[src/rtl/soc_rst_pkg.sv]
// ----------------------------------------------------------------------------
// soc_rst_pkg : shared types and constants for the PLL supervisor / reset sequencer
// Revision    : 1.0
// ----------------------------------------------------------------------------
`default_nettype none

package soc_rst_pkg;

   typedef enum logic [2:0] {
      PLL_RST   = 3'd0,
      WAIT_LOCK = 3'd1,
      FILTER    = 3'd2,
      RELEASE   = 3'd3,
      RUN       = 3'd4,
      FAIL      = 3'd5
   } rst_state_e;

   // Release order: lower index leaves reset first.
   localparam int DOM_BUS  = 0;
   localparam int DOM_CORE = 1;
   localparam int DOM_DDR  = 2;
   localparam int DOM_RTC  = 3;

   function automatic int unsigned max3(input int unsigned a, input int unsigned b,
                                        input int unsigned c);
      int unsigned m;
      m = (a > b) ? a : b;
      return (m > c) ? m : c;
   endfunction

endpackage

`default_nettype wire

[src/rtl/soc_sync2.sv]
// ----------------------------------------------------------------------------
// soc_sync2 : two-flop synchroniser, async active-low reset to RST_VAL
// Revision  : 1.0
// ----------------------------------------------------------------------------
`default_nettype none

module soc_sync2 #(
   parameter logic RST_VAL = 1'b0
) (
   input  logic i_clk,
   input  logic i_rst_n,
   input  logic i_d,
   output logic o_q
);

   logic r_meta;
   logic r_q;

   always_ff @(posedge i_clk or negedge i_rst_n) begin
      if (!i_rst_n) begin
         r_meta <= RST_VAL;
         r_q    <= RST_VAL;
      end else begin
         r_meta <= i_d;
         r_q    <= r_meta;
      end
   end

   assign o_q = r_q;

endmodule

`default_nettype wire

[src/rtl/soc_pll_rst_seq.sv]
// ----------------------------------------------------------------------------
// soc_pll_rst_seq : PLL lock supervisor and ordered per-domain reset release
// Revision        : 1.0
// ----------------------------------------------------------------------------
`default_nettype none

module soc_pll_rst_seq
   import soc_rst_pkg::*;
#(
   parameter int unsigned N_DOM            = 4,
   parameter int unsigned PLL_RST_CYC      = 100,
   parameter int unsigned LOCK_FILT_CYC    = 1024,
   parameter int unsigned LOCK_TIMEOUT_CYC = 500000,
   parameter int unsigned REL_STAGGER_CYC  = 16,
   parameter int unsigned MAX_RETRY        = 3
) (
   input  logic             i_clk,
   input  logic             i_rst_n,
   input  logic             i_pll_lock,
   input  logic             i_sw_rst,
   output logic             o_pll_rst,
   output logic [N_DOM-1:0] o_dom_rst_n,
   output logic             o_ready,
   output logic             o_fail,
   output logic [1:0]       o_retry_cnt,
   output logic [7:0]       o_loss_cnt
);

   localparam int unsigned c_rel_cyc = (N_DOM - 1) * REL_STAGGER_CYC + 1;
   localparam int unsigned c_ph_max  = max3(PLL_RST_CYC, LOCK_FILT_CYC, c_rel_cyc);
   localparam int unsigned PH_W      = $clog2(c_ph_max + 1);
   localparam int unsigned TMO_W     = $clog2(LOCK_TIMEOUT_CYC + 1);

   localparam logic [PH_W-1:0]  c_pll_last  = PH_W'(PLL_RST_CYC - 1);
   localparam logic [PH_W-1:0]  c_filt_last = PH_W'(LOCK_FILT_CYC - 1);
   localparam logic [PH_W-1:0]  c_rel_last  = PH_W'(c_rel_cyc);
   localparam logic [TMO_W-1:0] c_tmo_last  = TMO_W'(LOCK_TIMEOUT_CYC - 1);
   localparam logic [1:0]       c_max_retry = 2'(MAX_RETRY);

   rst_state_e        r_state;
   logic [PH_W-1:0]   r_phase;
   logic [TMO_W-1:0]  r_tmo;
   logic              r_pll_rst;
   logic [N_DOM-1:0]  r_dom_rst_n;
   logic              r_ready;
   logic              r_fail;
   logic [1:0]        r_retry;
   logic [7:0]        r_loss;
   logic              r_sw_d;

   logic              w_lock_s;
   logic              w_sw_s;
   logic              w_sw_re;
   logic              w_lock_lost;
   logic [PH_W-1:0]   w_phase_inc;
   logic [TMO_W-1:0]  w_tmo_inc;
   logic [N_DOM-1:0]  w_rel_mask;

   soc_sync2 #(.RST_VAL(1'b0)) u_lock_sync (
      .i_clk   (i_clk),
      .i_rst_n (i_rst_n),
      .i_d     (i_pll_lock),
      .o_q     (w_lock_s)
   );

   // Reset value 1 so a request held through reset does not fire on release.
   soc_sync2 #(.RST_VAL(1'b1)) u_sw_sync (
      .i_clk   (i_clk),
      .i_rst_n (i_rst_n),
      .i_d     (i_sw_rst),
      .o_q     (w_sw_s)
   );

   always_ff @(posedge i_clk or negedge i_rst_n) begin
      if (!i_rst_n) r_sw_d <= 1'b1;
      else          r_sw_d <= w_sw_s;
   end

   assign w_sw_re     = w_sw_s & ~r_sw_d;
   assign w_lock_lost = ~w_lock_s & ((r_state == RELEASE) || (r_state == RUN));
   assign w_phase_inc = r_phase + PH_W'(1);
   assign w_tmo_inc   = (r_tmo == c_tmo_last) ? r_tmo : r_tmo + TMO_W'(1);

   generate
      for (genvar gi = 0; gi < N_DOM; gi++) begin : g_rel
         if (gi == 0) begin : g_first
            assign w_rel_mask[gi] = 1'b1;
         end else begin : g_rest
            assign w_rel_mask[gi] = (w_phase_inc >= PH_W'(gi * REL_STAGGER_CYC));
         end
      end
   endgenerate

   always_ff @(posedge i_clk or negedge i_rst_n) begin
      if (!i_rst_n) begin
         r_state     <= PLL_RST;
         r_phase     <= '0;
         r_tmo       <= '0;
         r_pll_rst   <= 1'b1;
         r_dom_rst_n <= '0;
         r_ready     <= 1'b0;
         r_fail      <= 1'b0;
         r_retry     <= '0;
         r_loss      <= '0;
      end else if (w_sw_re && (r_state != PLL_RST)) begin
         r_state     <= PLL_RST;
         r_phase     <= '0;
         r_tmo       <= '0;
         r_pll_rst   <= 1'b1;
         r_dom_rst_n <= '0;
         r_ready     <= 1'b0;
         r_fail      <= 1'b0;
         r_retry     <= '0;
      end else if (w_lock_lost) begin
         r_state     <= PLL_RST;
         r_phase     <= '0;
         r_tmo       <= '0;
         r_pll_rst   <= 1'b1;
         r_dom_rst_n <= '0;
         r_ready     <= 1'b0;
         if (r_loss != 8'hFF) r_loss <= r_loss + 8'd1;
      end else begin
         case (r_state)
            PLL_RST: begin
               if (r_phase == c_pll_last) begin
                  r_pll_rst <= 1'b0;
                  r_phase   <= '0;
                  r_state   <= WAIT_LOCK;
               end else begin
                  r_phase <= w_phase_inc;
               end
            end
            WAIT_LOCK: begin
               if (w_lock_s) begin
                  r_phase <= '0;
                  r_tmo   <= w_tmo_inc;
                  r_state <= FILTER;
               end else if (r_tmo == c_tmo_last) begin
                  r_pll_rst <= 1'b1;
                  if (r_retry == c_max_retry) begin
                     r_fail  <= 1'b1;
                     r_state <= FAIL;
                  end else begin
                     r_retry <= r_retry + 2'd1;
                     r_phase <= '0;
                     r_tmo   <= '0;
                     r_state <= PLL_RST;
                  end
               end else begin
                  r_tmo <= w_tmo_inc;
               end
            end
            FILTER: begin
               r_tmo <= w_tmo_inc;
               if (!w_lock_s) begin
                  r_state <= WAIT_LOCK;
               end else if (w_phase_inc == c_filt_last) begin
                  // The WAIT_LOCK cycle that saw lock counts as the first qualified sample.
                  r_dom_rst_n          <= '0;
                  r_dom_rst_n[DOM_BUS] <= 1'b1;
                  r_phase              <= '0;
                  r_state              <= RELEASE;
               end else begin
                  r_phase <= w_phase_inc;
               end
            end
            RELEASE: begin
               if (w_phase_inc == c_rel_last) begin
                  r_ready <= 1'b1;
                  r_retry <= '0;
                  r_state <= RUN;
               end else begin
                  r_phase     <= w_phase_inc;
                  r_dom_rst_n <= w_rel_mask;
               end
            end
            RUN, FAIL: begin
            end
            default: begin
               r_state <= PLL_RST;
            end
         endcase
      end
   end

   assign o_pll_rst   = r_pll_rst;
   assign o_dom_rst_n = r_dom_rst_n;
   assign o_ready     = r_ready;
   assign o_fail      = r_fail;
   assign o_retry_cnt = r_retry;
   assign o_loss_cnt  = r_loss;

endmodule

`default_nettype wire

[config.mk]
export PLATFORM = sky130hd
export DESIGN_NAME = soc_pll_rst_seq
export DESIGN_NICKNAME = d
export VERILOG_FILES = /design/src/rtl/soc_rst_pkg.sv /design/src/rtl/soc_sync2.sv /design/src/rtl/soc_pll_rst_seq.sv
export SDC_FILE = /design/constraint.sdc
export NUM_CORES = 1
export LEC_CHECK = 0
export CAP_MARGIN = 40
export CORE_MARGIN = 2
export CORE_UTILIZATION = 55
export DETAILED_ROUTE_END_ITERATION = 7
export PLACE_DENSITY_LB_ADDON = 0.08
export SLEW_MARGIN = 20
export SYNTH_ARGS = -nofsm -noshare
export SYNTH_HDL_FRONTEND = slang
export SYNTH_SLANG_ARGS = --single-unit
export TNS_END_PERCENT = 50
[constraint.sdc]
create_clock -name i_clk -period 8.9 [get_ports i_clk]
set_clock_uncertainty 0.15 [all_clocks]
set_input_delay 1.78 -clock i_clk [delete_from_list [all_inputs] [get_ports i_clk]]
set_output_delay 1.78 -clock i_clk [all_outputs]
set_load 0.01 [all_outputs]
==> metrics, run 1 <==
RSZ-0062 raised after global routing false; number of nets still failing antenna checks after routing 0; VDD IR-drop max ~0.00010 V; most common cell after layout, fill and taps aside nor2_1; CTS buffer count 5; post-layout total power about 0.44 mW; power spent charging and discharging nets 0.0900 mW; r2r startpoint r_phase[1]; post-synthesis area per instance 8.59 µm²; fraction of synthesis flops using an asynchronous set or reset pin 100%; maximum fanout count along the critical path 15; via/cell ratio roughly 6; cell area after synthesis 0.00356 mm²; Worst path max stage delay 610 ps; hpwl dp 5.47 mm; number of cells upsized or downsized after cts 0; detailed router's first-iteration violation count 295; slack of the worst reg-to-reg path 5390 ps; Detailed Route WL 7.99 mm; post-detailed-route DRC marker count 0; port bufs 20; FF+latch count, synth 55; transition at the pin with the smallest max-transition slack 820 ps; leakage 1.65 nW; number of primary I/O pins 21; switching power as a share of total power 20.7%; Placement Rows 29; initial antenna violation count 0; weighted congestion at the end of routability-driven global placement 0.921; ratio of cells with drive above 1 in the final layout 6.43%; clock tree from TritonCTS yes; core region area 0.00631 mm²; first-pass GRT wire length 13.6 mm; maximum count of clock buffers along a single path 2; Worst Reg2Reg Path Length in Cells 8; final max-slew violation count 0; Startpoint Class flop; sink count of the clock tree 55; count of flip-flops with a built-in enable after synthesis 0; post-cts hold buffer count 0; vias in the first global route 2844; Die X ~84 µm; required time worst endpoint between 8000 and 9000 ps; effective utilization at floorplan 56.3%; clock latency on the worst-skew pair approximately 310 ps; Die H 84.4 µm; Root Driver clkbuf_8; PwrDens 113 mW/mm²; area growth from synthesis to layout 8.62%; vias 3047; path type of the worst min-delay path flop to flop; most frequent cells in the layout 52 x nor2_1, 51 x dfrtp_1, 32 x nand2_1, 25 x o21ai_0, 23 x a21oi_1; min-delay src u_sw_sync.r_meta; total routing resource utilization after global routing approximately a quarter; net count after synthesis roughly 430; clock-pin slew reported for the worst setup and hold paths after clock tree synthesis 100 ps; proportion of power drawn by flip-flops and latches 58.3%; part of the Yosys area used for sequential elements 38.8%; average wire per cell in the routed design 16.1 µm; number of setup buffers added after CTS 0; crit share post-route 39.4%; type of the worst setup path flop to flop; Distinct cells, synth 64; kind of end point of the critical path flop; worst flop-to-flop path endpoint r_phase[7]; count of endpoints failing setup in the final report 0; NumNets Final 430; overall die area roughly 0.0071 mm²; proportion of power drawn by combinational gates 2.3%; accumulated negative setup slack 0 ps; slowest stage cell, crit path a2111oi_2; drt first pass iters 5; final global-route overflow total 0; maximum number of pins on one net before global-route repair 56; Max-Slew Margin vs Limit 45.4%; Final Hold Vio Count 0; Hold Crit Depth 0; total internal power 0.345 mW; antenna cell count 0; highest achievable clock rate 0.285 GHz; cell chain of the critical path ha_1 -> nand4_1 -> nor2_1 -> o211ai_1 -> a2111oi_2 -> a41o_1 -> nor2b_1 -> a32o_1; top flip-flop cell by instance count after synthesis dfrtp_1; count of H-tree levels built during CTS 2; Min-Delay Endpoint u_sw_sync.o_q; data arrival time of the worst path between 3000 and 4000 ps; share of power burned in the clock network 39.4%; run status complete, no violations; shortest clock period the worst path allows after layout between 3000 and 4000 ps; maximum capacitance violations 0; Synth Warn # 0; Synth Instances 414
## sequential cells by signal, indices dropped and copies added, names as in the netlist
name	flops
r_tmo	19
u_lock_sync.r_meta	1
o_loss_cnt	8
o_pll_rst	1
r_sw_d	1
o_dom_rst_n	4
o_fail	1
u_lock_sync.o_q	1
u_sw_sync.r_meta	1
u_sw_sync.o_q	1
r_state	3
r_phase	11
o_ready	1
o_retry_cnt	2
## per-stage QoR
step	util, %	std cells	cell area, µm²	hold slack [ps]	worst slack, ps
global placement	59.3	489	3750	182	5560
floorplan	-	414	3560	181	6090
CTS	61.2	497	3860	211	5450
global route	61.2	497	3860	213	5060
finish	61.2	497	3860	209	5390
detailed placement	59.3	489	3750	194	5500
## cell families after synthesis
logic type / share of synthesized area (%)
xor gates and xnor gates: 5.91
AOI/OAI and AO/OA: 19.4
adders and majority gates: 2.46
and+or+nand+nor: 26.1
DFF: 38.8
muxes: 2.15
buffers and inverters: 5.21
## worst max path at each step
stage | start | end | slack (ps) | cells after the start
global placement | r_phase[1] | r_phase[7] | 5560 | 8
floorplan | r_phase[1] | o_dom_rst_n[3] | 6090 | 9
detailed placement | r_phase[1] | r_phase[7] | 5500 | 8
CTS | r_phase[1] | r_phase[7] | 5450 | 8
finish | r_phase[1] | r_phase[7] | 5390 | 8
global route | r_phase[1] | r_phase[7] | 5060 | 8
## synth_stat cells, types with 7 or more instances
master    count  area [µm²]
a21o_1        7        52.6
a21oi_1      23         115
and3_1        7        43.8
buf_2         7        35.0
clkbuf_1     14        52.6
dfrtp_1      51        1280
ha_1          7        87.6
inv_1        16        60.1
nand2_1      32         120
nand3_1      19        95.1
nand4_1      11        68.8
nor2_1       52         195
nor3_1       14        70.1
o21ai_0      25         125
xnor2_1      19         166
## area by class of cell
type / count / area (µm²)
Clock buffer: 6 / 82.6
Clock inverter: 2 / 35.0
Fill cell: 555 / 2450
Inverter: 16 / 60.1
Multi-Input combinational cell: 318 / 1990
Sequential cell: 55 / 1380
Tap cell: 77 / 96.3
Timing Repair Buffer: 23 / 218
## power by group through the flow
stage	combinational, mW	clock [mW]	sequential [mW]
global route	0.0121	0.187	0.254
CTS	0.0107	0.178	0.254
global placement	0.0107	0	0.258
finish	0.0100	0.172	0.254
floorplan	0.00472	0	0.257
detailed placement	0.0106	0	0.258
## worst max-delay path: cells and delay by family (launching register included)
kind | cells | cell delay (ps)
AND/OR/NAND/NOR | 3 | 700
adder cells (fa/ha/maj) | 1 | 390
AO/OA/AOI/OAI | 4 | 1660
flip-flops | 1 | 500
## routing by layer
metal | vias up | share of wire, % | global-route usage, %
li1 | 1504 | - | -
met1 | 1413 | 47 | 34.8
met2 | 119 | 46 | 35.8
met3 | 11 | 5.3 | 4.03
met4 | 0 | 1.3 | 6.78
met5 | - | 0 | 0
Note: power is estimated with default switching activity, not from simulation.
==> run 2: changes to the inputs <==
Settings changed: CORE_UTILIZATION 55 to 54.
Clock period 8.9 ns to 2.85 ns, I/O delays scaled along.
==> metrics, run 2 (same netlist as run 1, synthesis figures left out) <==
run status complete, no violations; number of primary I/O pins 21 (unchanged); ratio of cells with drive above 1 in the final layout 15.8% (+9.4 points); number of nets still failing antenna checks after routing 0 (unchanged); VDD IR-drop max 0.000335 V (+220%); cell type group with the largest total delay on the critical path simple AND/OR/NAND/NOR gates; first-pass GRT wire length 14.7 mm (+8.0%); Worst path max stage delay 420 ps (-190 ps); worst flop-to-flop path endpoint o_dom_rst_n[2]; post-placement cell area 0.00399 mm² (+6.5%); core region area 0.00635 mm² (+0.57%); Final Hold Vio Count 0 (unchanged); Placement Rows 29 (unchanged); vias in the first global route 3059 (+7.6%); highest achievable clock rate 0.357 GHz (+25%); sink count of the clock tree 55 (unchanged); count of endpoints failing setup in the final report 0 (unchanged); max FFs per register 19 (unchanged); type of the worst setup path flop to flop; smallest setup slack after layout 48.4 ps (-5340 ps); data arrival time of the worst path 2860 ps (-700 ps); Max-Slew Margin vs Limit 57.3% (+12 points); port bufs 20 (unchanged); area growth from synthesis to layout 18.0%; final max-slew violation count 0 (unchanged); post-route cell area 0.00420 mm² (+8.7%); PwrDens 314 mW/mm² (+180%); drt first pass iters 4 (-1); antenna cell count 0 (unchanged); effective utilization at floorplan 56.0% (-0.32 points); end point of the critical path o_dom_rst_n[2]; crit path from r_phase[1]; maximum capacitance violations 0 (unchanged); clock tree from TritonCTS yes; leakage 1.83 nW (+11%); path type of the worst min-delay path input pin to async pin; post-layout total power 1.32 mW (+200%); Root Driver clkbuf_8; Worst Hold Slack 107 ps (-102 ps); count of H-tree levels built during CTS 2 (unchanged); initial antenna violation count 0 (unchanged); Die H 85.2 µm (+0.88%); post-cts hold buffer count 0 (unchanged); final core occ 66.1% (+4.9 points); hpwl dp 6.39 mm (+17%); Startpoint Class flop; kind of end point of the critical path flop; NumNets Final 466 (+8.4%); slowest stage cell, crit path dfrtp_1; cell chain of the critical path ha_4 -> nand4_1 -> nor4_1 -> a311oi_2 -> nor4b_4 -> buf_4 -> o21ai_2 -> a221o_1 -> mux2_4; most common cell after layout, fill and taps aside nor2_1; detailed router's first-iteration violation count 234 (-21%); overall die area 0.00725 mm² (+1.8%); number of fill cells in the layout 532 (-4.1%); transition at the pin with the smallest max-transition slack 640 ps (-180 ps); CTS buffer count 5 (unchanged); weighted congestion at the end of routability-driven global placement 0.966 (+4.9%); crit share post-route 98.3% (+59 points); number of logic stages on the critical path including buffering 9 (+1); slack of the worst reg-to-reg path 50 ps (-5340 ps); worst path buffer plus inverter count 1 (+1); Die X 85.2 µm (+0.88%); RSZ-0062 raised after global routing true; final global-route overflow total 0 (unchanged); clock-pin slew reported for the worst setup and hold paths after clock tree synthesis 110 ps (about the same); maximum count of clock buffers along a single path 2 (unchanged); average wire per cell in the routed design 16.4 µm (+1.8%); via/cell ratio 6.22 (+1.4%); Worst Reg2Reg Path Length in Cells 9 (+1); clock latency on the worst-skew pair 320 ps (about the same); most frequent cells in the layout 52 x nor2_1, 49 x dfrtp_1, 36 x buf_4, 32 x nand2_1, 24 x o21ai_0; post-detailed-route DRC marker count 0 (unchanged); vias 3314 (+8.8%); required time worst endpoint 2900 ps (-6050 ps); register bank with the most flops r_tmo; total routing resource utilization after global routing 24.9% (+1.4 points); worst slack after detailed placement -45.5 ps (-5540 ps); shortest clock period the worst path allows after layout 2800 ps (-709 ps); r2r startpoint r_phase[1]; maximum fanout count along the critical path 7 (-8); Detailed Route WL 8.72 mm (+9.1%); maximum number of pins on one net before global-route repair 31 (-45%)
run 2: cell count changes in the layout (fill, tap and decap cells not counted), sizes merged:
cell    change
buf        +36
bufinv      -1
inv         +1
run 2: report_power, final:
| group | internal (mW) | switching (mW) | total, mW |
|---|---|---|---|
| clock network | 0.206 | 0.282 | 0.488 |
| registers | 0.785 | 0.00490 | 0.790 |
| logic | 0.0119 | 0.0277 | 0.0397 |
| total | 1.00 | 0.315 | 1.32 |
run 2: repair_timing:
action / in CTS / in global routing
endpoints found under the setup margin: 10 / 16
setup buffers: 1 / 4
pin swaps: 1 / 4
gates resized for setup: 1 / 13
run 2: worst min path at each step:
stage                     slack [ps]               to          startpoint  cells after the start
after floorplan                  120   o_dom_rst_n[0]             i_rst_n                      0
after global placement           190  u_lock_sync.o_q  u_lock_sync.r_meta                      0
after detailed placement         200  u_lock_sync.o_q  u_lock_sync.r_meta                      0
after CTS                        130       r_phase[2]             i_rst_n                      1
after global routing             150       r_phase[2]             i_rst_n                      1
final                            110       r_phase[2]             i_rst_n                      1
run 2: per-stage QoR:
stage	instances	setup TNS, ps
global route	533	-288
detailed placement	520	-155
finish	533	0
global placement	520	-6.43
floorplan	414	0
CTS	529	0
run 2: cell type report:
cell class / instances / area, µm² / area share (%)
clock buffer: 6 / 82.6 / 1.97
clock inverter: 2 / 20.0 / 0.477
inverter: 16 / 60.1 / 1.43
multi-input combinational: 318 / 2050 / 48.8
sequential: 55 / 1380 / 33.0
tap: 77 / 96.3 / 2.29
timing repair buffer: 59 / 508 / 12.1
run 2: routing by layer:
metal	track usage [%]	part of all wire [%]	vias up
met2	40.5	47	109
met1	34.8	46	1608
met4	6.93	1.5	0
met3	3.99	5.2	16
li1	-	-	1581
met5	0	0	-
run 2: worst register-to-register path, stage by stage, from the launching register on:
cell and delay [ps]:
dfrtp_1 420, ha_4 200, nand4_1 190, nor4_1 390
a311oi_2 90, nor4b_4 280, buf_4 180, o21ai_2 60
a221o_1 410, mux2_4 330
==> run 3: changes to the inputs <==
Settings changed: CELL_PAD_IN_SITES_DETAIL_PLACEMENT set to 1, CELL_PAD_IN_SITES_GLOBAL_PLACEMENT set to 2, CORE_UTILIZATION 54 to 33.
==> metrics, run 3 (same netlist as run 1, synthesis figures left out) <==
run status finished with violations; violated checks setup timing; type of the worst setup path flop to flop; data arrival time of the worst path 2940 ps (+80 ps); maximum capacitance violations 0 (unchanged); post-route cell area 0.00438 mm² (+4.4%); Worst Hold Slack 91.0 ps (-16.1 ps); r2r startpoint r_phase[0]; antenna cell count 0 (unchanged); average wire per cell in the routed design 17.4 µm (+6.4%); weighted congestion at the end of routability-driven global placement 0.815 (-16%); final core occ 42.1% (-24 points); most common cell after layout, fill and taps aside buf_4; kind of end point of the critical path flop; post-layout total power 1.31 mW (-0.35%); required time worst endpoint 2940 ps (+40 ps); hpwl dp 7.96 mm (+25%); cell type group with the largest total delay on the critical path simple AND/OR/NAND/NOR gates; dominant cell type by count on the critical path buf_4; VDD IR-drop max 0.000231 V (-31%); number of nets still failing antenna checks after routing 0 (unchanged); highest achievable clock rate 0.350 GHz (-1.8%); most frequent cells in the layout 53 x buf_4, 51 x nor2_1, 47 x dfrtp_1, 32 x nand2_1, 22 x a21oi_1; transition at the pin with the smallest max-transition slack 684 ps (+43.9 ps); Die X 108 µm (+27%); detailed-routing wirelength on met1 4.99 mm (+24%); worst flop-to-flop path endpoint o_dom_rst_n[3]; port bufs 20 (unchanged); detailed router's first-iteration violation count 112 (-52%); post-detailed-route DRC marker count 0 (unchanged); clock-pin slew reported for the worst setup and hold paths after clock tree synthesis 110 ps (about the same); Max-Slew Margin vs Limit 54.4% (-2.9 points); worst path buffer plus inverter count 2 (+1); slack of the worst reg-to-reg path -3 ps (-50 ps); vias 3294 (-0.60%); metal2 WL 5.13 mm (+25%); topmost layer with routed signal wires met4; effective utilization at floorplan 34.2% (-22 points); overall die area 0.0116 mm² (+60%); Placement Rows 37 (+28%); post-placement cell area 0.00419 mm² (+5.0%); total routing resource utilization after global routing 19.6% (-5.3 points); Worst path max stage delay 430 ps (about the same); Die H 108 µm (+27%); crit share post-route 100% (+1.8 points); path type of the worst min-delay path input pin to async pin; Final Hold Vio Count 0 (unchanged); initial antenna violation count 0 (unchanged); register bank with the most flops r_tmo; first-pass GRT wire length 17.8 mm (+21%); RSZ-0062 raised after global routing true; clock tree from TritonCTS yes; CTS buffer count 5 (unchanged); count of endpoints failing setup in the final report 1 (+1); Detailed Route WL 10.6 mm (+21%); maximum fanout count along the critical path 9 (+2); PwrDens 300 mW/mm² (-4.5%); maximum number of pins on one net before global-route repair 30 (-3.2%); number of fill cells in the layout 1252 (+140%); final global-route overflow total 0 (unchanged); via/cell ratio 5.43 (-13%); register area 0.00139 mm² (+0.18%); drt first pass iters 4 (unchanged); post-cts hold buffer count 0 (unchanged); core region area 0.0104 mm² (+64%); final instance count without filler cells 607 (+14%); maximum count of clock buffers along a single path 2 (unchanged); clock latency on the worst-skew pair 340 ps (+20 ps); amount of wire on met3 after detailed routing 254 µm (-44%); Worst Reg2Reg Path Length in Cells 9 (unchanged); NumNets Final 481 (+3.2%); smallest setup slack after layout -3.31 ps (-51.7 ps); sink count of the clock tree 55 (unchanged); count of H-tree levels built during CTS 2 (unchanged); Root Driver clkbuf_8; final max-slew violation count 0 (unchanged); leakage 1.91 nW (+4.1%); max FFs per register 19 (unchanged); cell count after placement 596 (+15%); number of primary I/O pins 21 (unchanged); vias in the first global route 3422 (+12%); shortest clock period the worst path allows after layout 2850 ps (+51.7 ps); area growth from synthesis to layout 23.2%; ratio of cells with drive above 1 in the final layout 20.0% (+4.2 points); slowest stage cell, crit path a221o_2; multi-input gate area in the final layout 0.00206 mm² (+0.79%); Startpoint Class flop; cell chain of the critical path buf_4 -> and2_4 -> or3_1 -> o211a_2 -> nor4b_4 -> buf_4 -> o21ai_2 -> a221o_2 -> mux2_4
==> run 3: cell count changes in the layout (fill, tap and decap cells not counted), sizes merged <==
cell | previous run | this run
clkinv | 1 | 2
clkbuf | 6 | 5
buf | 40 | 55
==> run 3: worst reg2reg max path, cell delays in order, from the launching register on <==
cell	delay [ps]
dfrtp_1	400
buf_4	170
and2_4	170
or3_1	340
o211a_2	270
nor4b_4	260
buf_4	180
o21ai_2	50
a221o_2	430
mux2_4	320
==> run 3: where the power goes <==
part | switching (mW) | internal [mW]
logic | 0.0288 | 0.0120
clock network | 0.307 | 0.175
registers | 0.00573 | 0.785
==> run 3: through the flow <==
step	worst slack [ps]	TNS, ps
floorplan	35.6	0
global placement	-35.6	-75.6
detailed placement	-82.2	-390
CTS	20.0	0
global route	-106	-371
finish	-3.31	-3.31
==> run 3: area by class of cell <==
class | count | area share (%)
Clock buffer | 5 | 1.57
Clock inverter | 3 | 0.428
Inverter | 16 | 1.37
Multi-Input combinational cell | 318 | 47.1
Sequential cell | 55 | 31.6
Tap cell | 136 | 3.88
Timing Repair Buffer | 74 | 14.0
==> run 3: worst max path at each step <==
| stage | start | endpoint | slack, ps | depth (start not counted) |
|---|---|---|---|---|
| 5_1_grt | r_phase[0] | o_dom_rst_n[3] | -110 | 9 |
| 2_1_floorplan | r_phase[1] | o_dom_rst_n[3] | 40 | 9 |
| 3_5_place_dp | r_phase[0] | r_phase[0] | -80 | 10 |
| 4_1_cts | r_phase[2] | r_phase[0] | 20 | 9 |
| 3_3_place_gp | r_phase[0] | r_phase[0] | -40 | 11 |
| 6_report | r_phase[0] | o_dom_rst_n[3] | -3 | 9 |
==> run 3: repair_timing <==
action	in CTS	in global routing
setup buffers	0	3
endpoints found under the hold margin	0	0
setup endpoints to repair	12	16
pin swaps	1	3
resized for setup	5	17
==> run 3: metal layers <==
layer | vias up | track usage [%]
li1 | 1620 | -
met1 | 1622 | 25.8
met2 | 38 | 32.6
met3 | 14 | 3.33
met4 | 0 | 6.59
met5 | - | 0
==> edit (config.mk and constraints of run 3) <==
Set the parameter `PLL_RST_CYC` to 150 (it was 100).
--- a/src/rtl/soc_pll_rst_seq.sv
+++ b/src/rtl/soc_pll_rst_seq.sv
@@ -8,7 +8,7 @@
    import soc_rst_pkg::*;
 #(
    parameter int unsigned N_DOM            = 4,
-   parameter int unsigned PLL_RST_CYC      = 100,
+   parameter int unsigned PLL_RST_CYC      = 150,
    parameter int unsigned LOCK_FILT_CYC    = 1024,
    parameter int unsigned LOCK_TIMEOUT_CYC = 500000,
    parameter int unsigned REL_STAGGER_CYC  = 16,
Check against the original RTL: no difference found for any inputs over 10 cycles, from zero or initial values and one cycle with i_rst_n low; that may be too few to reach the edited logic, so the function may still have changed.
==> edit against run 3 <==
Synthesized area is 4.2% lower; routed wire length is 14% lower; final cell count fell by 8.6%; global-route usage fell by 2.5 points; setup slack better by 160 ps; total power grew 2.7%; sequential cell count did not move; cell area fell by 8.7%; utilization is 2.8 points lower; highest routed layer unchanged; clock power is 8.1% higher.
==> edit: results <==
export IMPL_drc_errors=0
export IMPL_met3WireLength_um=267
export IMPL_first_iter_violations=94
export IMPL_place_port_buffers=20
export IMPL_vias=2878
export IMPL_post_synth_most_frequent_cells="51 x dfrtp_1, 40 x nor2_1, 38 x nand2_1"
export IMPL_cp_data_arrival_time_ps=2740
export IMPL_startpoint="r_phase[1]"
export IMPL_grt_first_pass_wirelength_mm=15.5
export IMPL_timing_critical_path_fanout_max=7
export IMPL_flip_flop_count_of_the_largest_register_after_layout=19
export IMPL_detailedRoute_firstPassIterationCount=4
export IMPL_groute_usage_overall_pct=17.1
export IMPL_top_layer_used="met4"
export IMPL_final_net_count=430
export IMPL_antenna_found_initial=0
export IMPL_grt_pass1_vias=2988
export IMPL_cts_path_max_buffers=2
export IMPL_cts_root_buf="clkbuf_8"
export IMPL_hp_class="input pin to asynchronous set/reset pin"
export IMPL_cts_repair_resized=1
export IMPL_ys_types=68
export IMPL_synth_seq_area_share_pct=40.5
export IMPL_dp_final_hpwl_mm=6.82
export IMPL_synth_mux_area_fraction_pct=2.24
export IMPL_post_cts_setup_buffer_count=0
export IMPL_pin_count_of_the_biggest_net_entering_global_routing=32
export IMPL_place_congestion=0.763
export IMPL_antenna_cells_inserted=0
export IMPL_synth_xor_area_share_pct=5.91
export IMPL_postSynth_topFlopCell="dfrtp_1"
export IMPL_cts_inserted_buffers=5
export IMPL_slew_limit_headroom_pct=59.2
export IMPL_outcome="finished, final reports clean"
export IMPL_syn_nets=398
export IMPL_synth_compound_area_share_pct=17.8
export IMPL_h_tree_depth=2
export IMPL_critical_path_endpoint_type="flip-flop"
export IMPL_clk_insertion_delay_late_ps=300
export IMPL_grt_ovf=0
export IMPL_met2_length_mm=4.09
export IMPL_postSynth_asyncResetShare_pct=100
export IMPL_leakagePower_nw=1.70
export IMPL_worst_ir_drop_vdd_uv=256
export IMPL_synth_adder_area_share_pct=2.94
export IMPL_rr_worst_depth=9
export IMPL_final_layout_size_suffix_gt1_share_pct=14.1
export IMPL_met1Wirelength_mm=4.68
export IMPL_groute_layer_met2_usage_pct=27.1
export IMPL_yosys_top_cells_area="dfrtp_1 37%, xnor2_1 4.6%, nor2_1 4.4%"
export IMPL_total_routed_wirelength_mm=9.07
export IMPL_clkTransAtPathRegs_ps=100
export IMPL_synth_warning_count=0
export IMPL_registers_top_by_ff_count="r_tmo"
export IMPL_worst_r2r_startpoint="r_phase[1]"
export IMPL_reg2reg_to="o_dom_rst_n[2]"
export IMPL_reg2reg_slack_ps=160
export IMPL_gr_util_met3_pct=2.47
export IMPL_met1_usage_pct=25.0
export IMPL_number_of_slew_limit_violations_in_the_final_report=0
-- edit: cell types whose count changed in the layout (fill, tap and decap cells not counted), sizes merged, moves of 5 or more --
cell	before	now
buf	55	23
nor2	52	41
o21ai	27	19
o22ai	2	9
nand2	32	38
o2bb2ai	5	0
-- edit: metrics by stage --
stage | instance area, um2 | setup WS [ps] | instances | util [%] | hold slack, ps
6_report | 4000 | 161 | 555 | 39.3 | 117
5_1_grt | 4000 | -25.7 | 555 | 39.3 | 160
4_1_cts | 3990 | 106 | 555 | 39.1 | 134
3_5_place_dp | 3870 | 7.64 | 547 | 38.0 | 190
3_3_place_gp | 3870 | 113 | 547 | 38.0 | 185
2_1_floorplan | 3410 | 239 | 386 | - | 124
-- edit: layout make-up --
cell class                 instances  area [um2]
tap                              136         170
fill                            1208        6190
inverter                          21        78.8
multi-input combinational        293        1890
sequential                        55        1380
clock inverter                     1        30.0
timing repair buffer              42         373
clock buffer                       7        76.3
-- edit: worst min path at each step --
stage                            start              end  cells after the start
floorplan                      i_rst_n   o_dom_rst_n[0]                      0
global placement    u_lock_sync.r_meta  u_lock_sync.o_q                      0
detailed placement  u_lock_sync.r_meta  u_lock_sync.o_q                      0
CTS                            i_rst_n        r_tmo[13]                      1
global route                   i_rst_n         r_tmo[8]                      1
finish                         i_rst_n        r_tmo[15]                      1
-- edit: critical path, cell delays in order (launching register included) --
cell and delay [ps]:
dfrtp_1 380, ha_1 170, nand3_1 80, buf_4 180
nor3_4 220, mux2i_1 410, nand4b_1 280, o21a_1 240
o21ai_2 120, mux2_2 360
-- edit: where the power goes --
| group | internal [W] | switching, W |
|---|---|---|
| logic | 0.0000127 | 0.0000288 |
| registers | 0.000785 | 0.00000213 |
| clock network | 0.000264 | 0.000256 |
